## src/rtl/uart_ctrl_pkg.sv

```systemverilog
// Shared types and defaults for the UART command sequencer.
// The frame is header, cmd, addr, data, checksum, where checksum = cmd ^ addr ^ data.
package uart_ctrl_pkg;

   typedef enum logic [2:0] {
      S_HUNT,
      S_CMD,
      S_ADDR,
      S_DATA,
      S_CSUM,
      S_BUS,
      S_RESP
   } state_e;

   localparam logic [7:0] HEADER_DEF = 8'hA5;
   localparam logic [7:0] CMD_WR_DEF = 8'h01;
   localparam logic [7:0] CMD_RD_DEF = 8'h02;
   localparam int         FRAME_LEN  = 5;

   function automatic logic [7:0] frame_csum(input logic [7:0] cmd,
                                             input logic [7:0] addr,
                                             input logic [7:0] data);
      return cmd ^ addr ^ data;
   endfunction

endpackage

```

## src/rtl/uart_gap_timer.sv

```systemverilog
// Inter-byte gap watchdog.
// expire is combinational and fires on the last allowed cycle unless clear wins that cycle.
module uart_gap_timer #(
   parameter int              TO_W           = 16,
   parameter logic [TO_W-1:0] TIMEOUT_CYCLES = 16'd50000
) (
   input  logic clk_i,
   input  logic rst_ni,
   input  logic clear,
   input  logic enable,
   output logic expire
);

   logic [TO_W-1:0] cnt_q;

   assign expire = enable && !clear && (cnt_q == TIMEOUT_CYCLES - 1'b1);

   always_ff @(posedge clk_i or negedge rst_ni) begin
      if (!rst_ni)
         cnt_q <= '0;
      else if (clear)
         cnt_q <= '0;
      else if (enable)
         cnt_q <= cnt_q + 1'b1;
   end

endmodule

```

## src/rtl/uart_cmd_ctrl.sv

```systemverilog
// Turns the UART receiver byte stream into single register-bus transactions.
// Every output is a register; the comb process computes next values only.
module uart_cmd_ctrl
   import uart_ctrl_pkg::*;
#(
   parameter logic [7:0]      HEADER         = HEADER_DEF,
   parameter logic [7:0]      CMD_WR         = CMD_WR_DEF,
   parameter logic [7:0]      CMD_RD         = CMD_RD_DEF,
   parameter int              TO_W           = 16,
   parameter logic [TO_W-1:0] TIMEOUT_CYCLES = 16'd50000
) (
   input  logic       clk_i,
   input  logic       rst_ni,
   input  logic [7:0] rx_data_i,
   input  logic       rx_accept_i,
   output logic [7:0] bus_addr_o,
   output logic [7:0] bus_wdata_o,
   output logic       bus_wr_o,
   output logic       bus_rd_o,
   input  logic       bus_ack_i,
   input  logic [7:0] bus_rdata_i,
   output logic [7:0] resp_data_o,
   output logic       resp_valid_o,
   input  logic       resp_ready_i,
   output logic       err_csum_o,
   output logic       err_cmd_o,
   output logic       err_timeout_o,
   output logic       err_overrun_o,
   output logic       busy_o
);

   state_e     state_q, state_d;
   logic       accept_q, byte_evt;
   logic [7:0] cmd_q, cmd_d, addr_q, addr_d, data_q, data_d, resp_q, resp_d;
   logic       wr_q, wr_d, rd_q, rd_d, vld_q, vld_d;
   logic       e_csum_q, e_csum_d, e_cmd_q, e_cmd_d;
   logic       e_to_q, e_to_d, e_ovr_q, e_ovr_d;
   logic       tmr_clear, tmr_en, tmr_expire;

   // accept_q resets high so a level already present at reset release is not a new byte
   assign byte_evt  = rx_accept_i & ~accept_q;
   assign tmr_clear = byte_evt | (state_q == S_HUNT);
   assign tmr_en    = state_q inside {S_CMD, S_ADDR, S_DATA, S_CSUM};

   uart_gap_timer #(
      .TO_W           (TO_W),
      .TIMEOUT_CYCLES (TIMEOUT_CYCLES)
   ) u_gap_timer (
      .clk_i  (clk_i),
      .rst_ni (rst_ni),
      .clear  (tmr_clear),
      .enable (tmr_en),
      .expire (tmr_expire)
   );

   always_comb begin
      state_d  = state_q;
      cmd_d    = cmd_q;
      addr_d   = addr_q;
      data_d   = data_q;
      resp_d   = resp_q;
      wr_d     = wr_q;
      rd_d     = rd_q;
      vld_d    = vld_q;
      e_csum_d = 1'b0;
      e_cmd_d  = 1'b0;
      e_to_d   = 1'b0;
      e_ovr_d  = 1'b0;
      case (state_q)
         S_HUNT:
            if (byte_evt && rx_data_i == HEADER) state_d = S_CMD;
         S_CMD:
            if (byte_evt) begin
               cmd_d   = rx_data_i;
               state_d = S_ADDR;
            end
         S_ADDR:
            if (byte_evt) begin
               addr_d  = rx_data_i;
               state_d = S_DATA;
            end
         S_DATA:
            if (byte_evt) begin
               data_d  = rx_data_i;
               state_d = S_CSUM;
            end
         S_CSUM:
            if (byte_evt) begin
               // a bad checksum is reported even when the cmd is also bad
               if (rx_data_i != frame_csum(cmd_q, addr_q, data_q)) begin
                  e_csum_d = 1'b1;
                  state_d  = S_HUNT;
               end else if (cmd_q == CMD_WR) begin
                  wr_d    = 1'b1;
                  state_d = S_BUS;
               end else if (cmd_q == CMD_RD) begin
                  rd_d    = 1'b1;
                  state_d = S_BUS;
               end else begin
                  e_cmd_d = 1'b1;
                  state_d = S_HUNT;
               end
            end
         S_BUS: begin
            e_ovr_d = byte_evt;
            if (bus_ack_i) begin
               wr_d = 1'b0;
               rd_d = 1'b0;
               if (rd_q) begin
                  resp_d  = bus_rdata_i;
                  vld_d   = 1'b1;
                  state_d = S_RESP;
               end else begin
                  state_d = S_HUNT;
               end
            end
         end
         S_RESP: begin
            e_ovr_d = byte_evt;
            if (resp_ready_i) begin
               vld_d   = 1'b0;
               state_d = S_HUNT;
            end
         end
         default: state_d = S_HUNT;
      endcase
      // expire already excludes a same-cycle byte, so the byte wins
      if (tmr_expire) begin
         e_to_d  = 1'b1;
         state_d = S_HUNT;
      end
   end

   always_ff @(posedge clk_i or negedge rst_ni) begin
      if (!rst_ni) begin
         state_q  <= S_HUNT;
         accept_q <= 1'b1;
         cmd_q    <= '0;
         addr_q   <= '0;
         data_q   <= '0;
         resp_q   <= '0;
         wr_q     <= 1'b0;
         rd_q     <= 1'b0;
         vld_q    <= 1'b0;
         e_csum_q <= 1'b0;
         e_cmd_q  <= 1'b0;
         e_to_q   <= 1'b0;
         e_ovr_q  <= 1'b0;
      end else begin
         state_q  <= state_d;
         accept_q <= rx_accept_i;
         cmd_q    <= cmd_d;
         addr_q   <= addr_d;
         data_q   <= data_d;
         resp_q   <= resp_d;
         wr_q     <= wr_d;
         rd_q     <= rd_d;
         vld_q    <= vld_d;
         e_csum_q <= e_csum_d;
         e_cmd_q  <= e_cmd_d;
         e_to_q   <= e_to_d;
         e_ovr_q  <= e_ovr_d;
      end
   end

   assign bus_addr_o    = addr_q;
   assign bus_wdata_o   = data_q;
   assign bus_wr_o      = wr_q;
   assign bus_rd_o      = rd_q;
   assign resp_data_o   = resp_q;
   assign resp_valid_o  = vld_q;
   assign err_csum_o    = e_csum_q;
   assign err_cmd_o     = e_cmd_q;
   assign err_timeout_o = e_to_q;
   assign err_overrun_o = e_ovr_q;
   assign busy_o        = (state_q != S_HUNT);

endmodule

```

## config.mk

```make
export PLATFORM = sky130hd
export DESIGN_NAME = uart_cmd_ctrl
export DESIGN_NICKNAME = d
export VERILOG_FILES = /design/src/rtl/uart_ctrl_pkg.sv /design/src/rtl/uart_gap_timer.sv /design/src/rtl/uart_cmd_ctrl.sv
export SDC_FILE = /design/constraint.sdc
export NUM_CORES = 1
export LEC_CHECK = 0
export BUFFER_PORTS_ARGS = -buffer_cell sky130_fd_sc_hd__buf_2
export CAP_MARGIN = 10
export CORE_MARGIN = 4
export CORE_UTILIZATION = 35
export CTS_BUF_LIST = sky130_fd_sc_hd__clkbuf_4 sky130_fd_sc_hd__clkbuf_8
export DETAILED_ROUTE_END_ITERATION = 12
export REMOVE_ABC_BUFFERS = 1
export SLEW_MARGIN = 40
export SYNTH_ARGS = -nofsm -noshare
export SYNTH_HDL_FRONTEND = slang
export SYNTH_SLANG_ARGS = --single-unit
```

## constraint.sdc

```tcl
create_clock -name clk_i -period 2.31 [get_ports clk_i]
set_clock_uncertainty 0.1 [all_clocks]
set_input_delay 0.693 -clock clk_i [delete_from_list [all_inputs] [get_ports clk_i]]
set_output_delay 0.693 -clock clk_i [all_outputs]
set_load 0.005 [all_outputs]
```

======== Word-level counts from Yosys, hierarchy flattened ========
Cells that the tools add are included.
storage, ports and cells
  output and inout port bits .............. 32
  register bits after elaboration ......... 59
  bits of input ports ..................... 21
cells by class
  add/sub/neg operators ................... 1
  reduce and logical (&&, ||, !) cells .... 19
  muxes and demuxes ....................... 39
  bitwise operators ....................... 5
  eq/ne operators ......................... 26
operator list
  kind                                                    number
  2-to-1 mux 3 bit                                        12
  2-to-1 mux 16 bit                                       2
  2-to-1 mux 1 bit                                        21
  one-hot mux 3 bit (7 select lines)                      1
  inequality test 3 bit (second input constant)           6
  adder 16 x 1 -> 16 bit (second input constant)          1
  equality test 16 bit (second input constant)            1
  bitwise XOR 8 bit                                       2
  inequality test 2 bit (second input constant)           6
  equality test 3 bit (second input constant)             3
  equality test 8 x 1 -> 1 bit (second input constant)    1
  equality test 8 x 2 -> 1 bit (second input constant)    1
  equality test 8 bit (second input constant)             1
  inequality test 8 bit                                   1
  AND reduction 7 bit                                     1
  equality test 3 x 2 -> 1 bit (second input constant)    2
  one-hot mux 1 bit (2 select lines)                      3
  AND reduction 2 bit                                     3
  AND reduction 6 bit                                     1
  nonzero test 2 bit                                      3
  AND reduction 5 bit                                     1
  inequality test 2 x 1 -> 1 bit (second input constant)  2
  AND reduction 4 bit                                     1
  nonzero test 4 bit                                      1
  11 further kinds                                        13

======== Longest topological paths before layout ========
Gate-level depths: netlist of run 1.
  word-level depth ........................ 8
  mapped depth ............................ 6

======== By module ========
From an unflattened synthesis of run 1, not the netlist that was laid out.
second synthesis, totals
  cell total of the unflattened synthesis .. 251
  area total of the unflattened synthesis .. 2869.0 um2
by module, submodules not included
  module          instances  cells an instance  area an instance (um2)
  uart_cmd_ctrl   1          166                2045.7
  uart_gap_timer  1          85                 823.3

======== Least setup slack after synthesis of run 1 ========
No wires, ideal clock.
  path type ............................... input -> register
  from .................................... in rx_data_i[1]
  to ...................................... reg state_q[0]
  stages on the path ...................... 5
  setup time .............................. 0.090 ns
  required time ........................... 2.120 ns
  path buffers ............................ 0
  setup slack ............................. 0.036 ns
  arrival ................................. 2.084 ns
  cells stage by stage .................... or4b_1 > nor3_2 > o2111ai_2 > a2111o_1 > o221ai_1
on the way
  cells in the longest elaborated chain, start to end .. 5
  elaborated cells on any way between the ends .. 9
ends and longest elaborated chain
  what                                RTL line              RTL
  start: declaration                  uart_cmd_ctrl.sv:14   input logic [7:0] rx_data_i,
  inequality test 8 bit               uart_cmd_ctrl.sv:90   if (rx_data_i != frame_csum(cmd_q, addr_q, data_q)) begin
  2-to-1 mux 3 bit                    uart_cmd_ctrl.sv:90
  2-to-1 mux 3 bit                    uart_cmd_ctrl.sv:88   if (byte_evt) begin
  one-hot mux 3 bit (7 select lines)  uart_cmd_ctrl.sv:69   case (state_q)
  2-to-1 mux 3 bit                    uart_cmd_ctrl.sv:128  if (tmr_expire) begin
  end signal: assignment              uart_cmd_ctrl.sv:150  state_q <= state_d;
  end: declaration                    uart_cmd_ctrl.sv:32   state_e state_q, state_d;
Several ways; a longest one is shown, not always the timed one. The select of a mux whose other input is x is not followed.
A chain may end at the register's enable or synchronous reset.

======== Worst setup path after layout of run 1 ========
  from .................................... reg state_q[1]
  to ...................................... out busy_o
on the way
  cells in the longest elaborated chain, start to end .. 1
ends and longest elaborated chain
  what                RTL line              RTL
  nonzero test 3 bit  uart_cmd_ctrl.sv:176  assign busy_o = (state_q != S_HUNT);
  end: declaration    uart_cmd_ctrl.sv:29   output logic busy_o
Every way passes these cells.

==> results of run 1 <==
==> area by class of cell <==
type                            instances  area share (%)
Tap cell                              102           3.538
Timing Repair Buffer                   71           11.52
Clock inverter                          5           2.151
Multi-Input combinational cell        180           37.36
Sequential cell                        59           40.96
Inverter                                6          0.6243
Clock buffer                           11           3.850
==> final timing paths <==
path	startpoint	to	slack, ns	cells after the start
worst max-delay path	state_q[1]$_DFFE_PN0P_	busy_o	0.09	2
worst min-delay path	rst_ni	u_gap_timer.cnt_q[12]$_DFFE_PN0P_	0.24	2
worst max register to register	u_gap_timer.cnt_q[0]$_DFFE_PN0P_	state_q[0]$_DFFE_PN0P_	0.11	7
worst min register to register	bus_wr_o$_DFFE_PN0P_	bus_wr_o$_DFFE_PN0P_	0.38	2
max in group asynchronous	rst_ni	accept_q$_DFF_PN1_	1.56	2
min in group clk_i	rx_accept_i	accept_q$_DFF_PN1_	0.37	1
==> worst reg2reg max path, cell delays in order (launching register included) <==
cell and delay (ns):
dfrtp_1 0.35, ha_1 0.17, or4b_2 0.60, nor4_2 0.30, buf_4 0.17, o221ai_1 0.18, nand2_1 0.11, o221ai_1 0.11
==> kinds of logic (layout without fill, tap and decap cells) <==
logic type | count (synthesis) | after routing | share of synthesized area (%)
simple gates | 86 | 86 | 16.50
flops | 59 | 59 | 51.55
xor+xnor | 37 | 37 | 11.31
mux | 32 | 32 | 12.57
compound gates | 24 | 24 | 5.805
buf+inv | 12 | 93 | 1.833
fa+ha+maj | 1 | 1 | 0.4364
==> stage by stage <==
step	cells	instance area (µm²)	hold slack (ns)	TNS [ns]	utilization (%)
finish	434	3607	0.2386	0	45.97
global route	434	3607	0.2515	0	45.97
CTS	434	3601	0.2457	0	45.89
detailed placement	418	3379	0.3685	-0.2949	43.06
global placement	418	3379	0.3713	-0.2480	43.06
floorplan	245	2836	0.2974	0	-
==> flip-flops by register name (all words and copies together), names as in the netlist, 3 cells and up <==
signal,flops
bus_addr_o,8
u_gap_timer.cnt_q,16
cmd_q,8
resp_data_o,8
state_q,3
bus_wdata_o,8
==> per-layer routing <==
| layer | vias to the layer above | global-route usage (%) | part of all wire [%] |
|---|---|---|---|
| li1 | 1047 | - | - |
| met1 | 1068 | 17.16 | 45 |
| met2 | 50 | 21.68 | 48 |
| met3 | 5 | 6.228 | 6.7 |
| met4 | 0 | 3.151 | 0.42 |
| met5 | - | 0 | 0 |
==> power by group <==
part | switching (mW) | internal [mW] | total [mW]
Combinational | 0.738 | 0.806 | 1.54
Sequential | 0.240 | 1.30 | 1.54
Clock | 0.407 | 0.628 | 1.03
Total | 1.39 | 2.73 | 4.12
==> cell usage after synthesis, drive strengths merged (3+ instances only) <==
cell type,number
dfrtp,58
mux2,32
xnor2,22
nand2,18
nor2,17
xor2,15
a21oi,8
nor4,8
nand3,7
inv,6
nand4,6
nor3,6
buf,5
o21ai,5
nand2b,4
or3,4
and3,3
or4b,3
==> impl_metrics.toml, run 1 <==
[layout]
insertedDiodeCount = 0
most_common_library_cell_in_the_layout_ignoring_fill_and_taps = "dfrtp_1"
drive_gt1_share_pct = 39.16
finalNetCount = 349
multi_input_logic_area_um2 = 1348
layout-area-overhead-vs-synth_pct = 25.84
layout.filler_cells = 790
sequential_cell_area_um2 = 1478
final_cell_mix = "58 x dfrtp_1, 52 x buf_2, 32 x mux2_2"

[clocking]
htree_num_levels = 3
cts_hold_buf = 0
post_cts_buffers = 0
cts_num_sinks = 59
cts_repair_resize_count = 1
cts_root_buffer = "clkbuf_8"
cts_tree = "done"
insertion_delay_ns = 0.34
number_of_buffers_between_clock_root_and_the_deepest_sink = 2
clk_transition_reported_paths_ns = 0.07
cts-buffers-inserted = 9

[place]
port_buffers = 52
place_hpwl_um = 4419
gp_congestion = 0.8251
place_worst_setup_slack_ns = -0.1579

[floorplanning]
die_h_um = 98.50
start_util_pct = 36.53
floorplan.die_area_um2 = 9702
design.core.area_um2 = 7848
floorplan.io_pins = 53
row_count = 32
die_w_um = 98.50

[global_route]
grt_util_all_layers_pct = 13.67
grt_first_pass_wirelength_um = 10540
grt-ovfl-total = 0
grt_antenna_before_repair = 0
grt_max_degree = 60
vias_in_the_first_global_route = 2137

[yosys]
yosys-top-cells-area = "dfrtp_1 51%, mux2_2 13%, xnor2_1 6.7%"
ys_warn_count = 0
ys_async_sr_fraction_pct = 100.0
syn_area_per_cell_um2 = 11.42
area_of_the_mapped_netlist_um2 = 2866
seq_area_frac_synth_pct = 51.55
synth_top_cell_by_area = "dfrtp_1"
postSynthRegisterBits = 59
count_of_distinct_cell_types_in_the_synthesized_netlist = 42
synth_ff_type = "dfrtp_1"
synth_top_area_share_pct = 50.63
synth-edff-count = 0
synth_cells = 251

[critical_path]
crit_slowest_cell = "dfrtp_1"
worstSetupStartpointType = "flip-flop"
critical_path_peak_fanout = 9
worst-endpoint-arrival_ns = 1.43
timing.setup.critical_path_class = "reg -> out"
critical_path.endpoint_type = "output pin"
cpPeakStageDelay_ns = 0.47
crit_path_cell_trace = "or3_4 > buf_2"
critPathBufInv = 1
timing.critical_path.required_ns = 1.52
crit_family = "flip-flops"

[pwr]
totalPowerFinal_mw = 4.117
power_leakage_nw = 1.641
vdd_drop_max_uv = 568.1
pd_cells_nw_per_um2 = 1141

[timing]
fmaxAchievable_mhz = 450.2
hold_viol = 0
finalMaxSlewViolations = 0
final_period_minus_worst_setup_slack_ns = 2.221
unrepaired_setup_endpoints_after_global_routing = "no"
worst_slew_pin_slew_ns = 0.4877
finalCritPeriodShare_pct = 96.16
timing.max_slew.rel_slack_pct = 67.41
final.setup.worst_slack_ns = 0.08871
finalSetupViolCount = 0

[run_status]
status = "complete, no violations"

[detailed_routing]
dr_total_vias = 2170
dr.pass1.iters = 4
drt_iter0_markers = 87
drt-total-wl_um = 6150
routed_via_density = 5.000
residual_antenna_violating_net_count_after_detailed_routing = 0
detail_route.wl_per_cell_um = 14.17
detailed_route_drc_error_count = 0

[job]
timing.max_cap.violations = 0

[min_path]
hold_path.class = "in -> async"
Power figures use the tool's default switching activity.
==> inputs of run 2 (changes only) <==
==> constraint.sdc (replaced) <==
create_clock -name clk_i -period 2.3 [get_ports clk_i]
set_clock_uncertainty 0.1 [all_clocks]
set_input_delay 0.69 -clock clk_i [delete_from_list [all_inputs] [get_ports clk_i]]
set_output_delay 0.69 -clock clk_i [all_outputs]
set_load 0.005 [all_outputs]
==> run 2 against run 1 <==
Register-to-register slack better by 0.03 ns; largest power group is now combinational cells; non-clock buffer count is 2 higher; worst hold slack better by 0.0019 ns; final area is 0.83% higher; worst setup slack lost 0.0076 ns; highest routed layer unchanged; critical endpoint unchanged; clock power hardly changed; sequential power about the same; sequential cell count unchanged; wire length is 1.2% lower.
==> impl_metrics.toml, run 2 (synthesis gave the netlist of run 1 again) <==
[critical_path]
critPathBufInv = 1
timing.setup.critical_path_class = "reg -> out"
worstReg2RegStart = "u_gap_timer.cnt_q[0]$_DFFE_PN0P_"
r2r_setup_slk_ns = 0.14
worst_r2r_path_depth = 7
crit_path_cell_trace = "or3_4 > buf_2"
crit_family = "flip-flops"
crit-reg2reg-capture = "state_q[0]$_DFFE_PN0P_"
worst-endpoint-arrival_ns = 1.43
timing.critical_path.required_ns = 1.51
worstSetupStartpointType = "flip-flop"
critical_path_peak_fanout = 9
cpPeakStageDelay_ns = 0.47
crit_slowest_cell = "dfrtp_1"
critical_path.endpoint_type = "output pin"

[detailed_routing]
drt_iter0_markers = 63
routed_via_density = 4.927
drt-total-wl_um = 6074
residual_antenna_violating_net_count_after_detailed_routing = 0
dr.pass1.iters = 4
detailed_route_drc_error_count = 0
detail_route.wl_per_cell_um = 13.93
dr_total_vias = 2148

[place]
place_hpwl_um = 4411
dp.cells = 420
port_buffers = 52
gp_congestion = 0.8237

[run_status]
status = "complete, no violations"

[clocking]
cts_num_sinks = 59
post_cts_buffers = 0
cts_hold_buf = 0
htree_num_levels = 3
number_of_buffers_between_clock_root_and_the_deepest_sink = 2
cts-buffers-inserted = 9
insertion_delay_ns = 0.34
cts_root_buffer = "clkbuf_8"
cts_tree = "done"
clk_transition_reported_paths_ns = 0.07

[pwr]
power_spent_charging_and_discharging_nets_mw = 1.388
vdd_drop_max_uv = 645.4
comb_power_share_pct = 37.6
netSwitchingFraction_pct = 33.55
pd_cells_nw_per_um2 = 1138
totalPowerFinal_mw = 4.138
power_leakage_nw = 1.667
clkPwrFrac_pct = 25.1
share_seq_of_total_power_pct = 37.3
internal-power_mw = 2.750

[timing]
finalCritPeriodShare_pct = 96.47
worst_slew_pin_slew_ns = 0.4370
timing.max_slew.rel_slack_pct = 70.80
hold_viol = 0
fmaxAchievable_mhz = 450.7
finalSetupViolCount = 0
finalMaxSlewViolations = 0
final_period_minus_worst_setup_slack_ns = 2.219

[floorplanning]
floorplan.io_pins = 53
row_count = 32
start_util_pct = 36.53
design.core.area_um2 = 7848
floorplan.die_area_um2 = 9702
die_h_um = 98.50
die_w_um = 98.50

[layout]
layout-area-overhead-vs-synth_pct = 26.89
drive_gt1_share_pct = 39.82
insertedDiodeCount = 0
largest_register_ffs = 16
register_ranked_first_by_flip_flop_count = "u_gap_timer.cnt_q"
layout.filler_cells = 780
layout.cells.non_filler = 436
most_common_library_cell_in_the_layout_ignoring_fill_and_taps = "dfrtp_1"
finalNetCount = 351
final_cell_mix = "58 x dfrtp_1, 52 x buf_2, 32 x mux2_2"
post-route-util_pct = 46.35

[global_route]
grt-ovfl-total = 0
grt_first_pass_wirelength_um = 10410
vias_in_the_first_global_route = 2173
grt_util_all_layers_pct = 13.42
grt_max_degree = 60
grt_antenna_before_repair = 0

[job]
timing.max_cap.violations = 0

[min_path]
hold_path.class = "in -> async"
## run 2: cell count changes in the layout (fill, tap and decap cells not counted), sizes merged
cell  previous run  this run
buf             71        73
## run 2: power groups by stage
stage / sequential, mW / combinational, mW / clock [mW]
after floorplan: 1.58 / 0.963 / 0
after global placement: 1.56 / 1.54 / 0
after detailed placement: 1.56 / 1.55 / 0
after CTS: 1.55 / 1.57 / 1.07
after global routing: 1.59 / 1.75 / 1.12
final: 1.54 / 1.56 / 1.04
## run 2: timing repair
item                                    4_1_cts  5_1_grt
endpoints found under the setup margin        1        3
endpoints found under the hold margin         0        0
resized for setup                             1        3
## run 2: stage by stage
stage	hold slack [ns]	setup slack [ns]	setup TNS (ns)	cell area, µm²
after floorplan	0.2944	0.02719	0	2836
after global routing	0.2705	-0.004354	-0.004354	3637
after global placement	0.3702	-0.1350	-0.2615	3395
final	0.2404	0.08110	0	3637
after detailed placement	0.3695	-0.1769	-0.3387	3395
after CTS	0.2527	0.01126	0	3616
## run 2: area by class of cell
class | count | area [µm²] | share of cell area [%]
flip-flops and latches | 59 | 1478 | 40.63
multi-input cells | 180 | 1363 | 37.46
repair buffers | 73 | 430.4 | 11.83
clock buffers | 11 | 138.9 | 3.818
well taps | 102 | 127.6 | 3.509
clock inverters | 5 | 77.57 | 2.133
inverters | 6 | 22.52 | 0.6192
## run 2: how the worst max path moves through the flow
stage                                                start                     end  slack [ns]  cells past startpoint
final                               state_q[1]$_DFFE_PN0P_                  busy_o        0.08                      2
after global routing      u_gap_timer.cnt_q[0]$_DFFE_PN0P_  state_q[0]$_DFFE_PN0P_      -0.004                      7
after CTS                 u_gap_timer.cnt_q[0]$_DFFE_PN0P_  state_q[0]$_DFFE_PN0P_        0.01                      7
after detailed placement                      rx_data_i[1]  state_q[0]$_DFFE_PN0P_       -0.18                      6
after global placement                        rx_data_i[1]  state_q[0]$_DFFE_PN0P_       -0.14                      6
after floorplan                               rx_data_i[1]  state_q[0]$_DFFE_PN0P_        0.03                      5
## run 2: layer usage
layer / share of wire, % / wire length, µm / vias to the layer above / GRT usage, %
met4: 0.92 / 56 / 0 / 2.836
met3: 5.8 / 352 / 5 / 5.237
met5: 0 / 0 / - / 0
met1: 46 / 2769 / 1036 / 16.86
met2: 48 / 2896 / 57 / 22.05
li1: - / - / 1050 / -
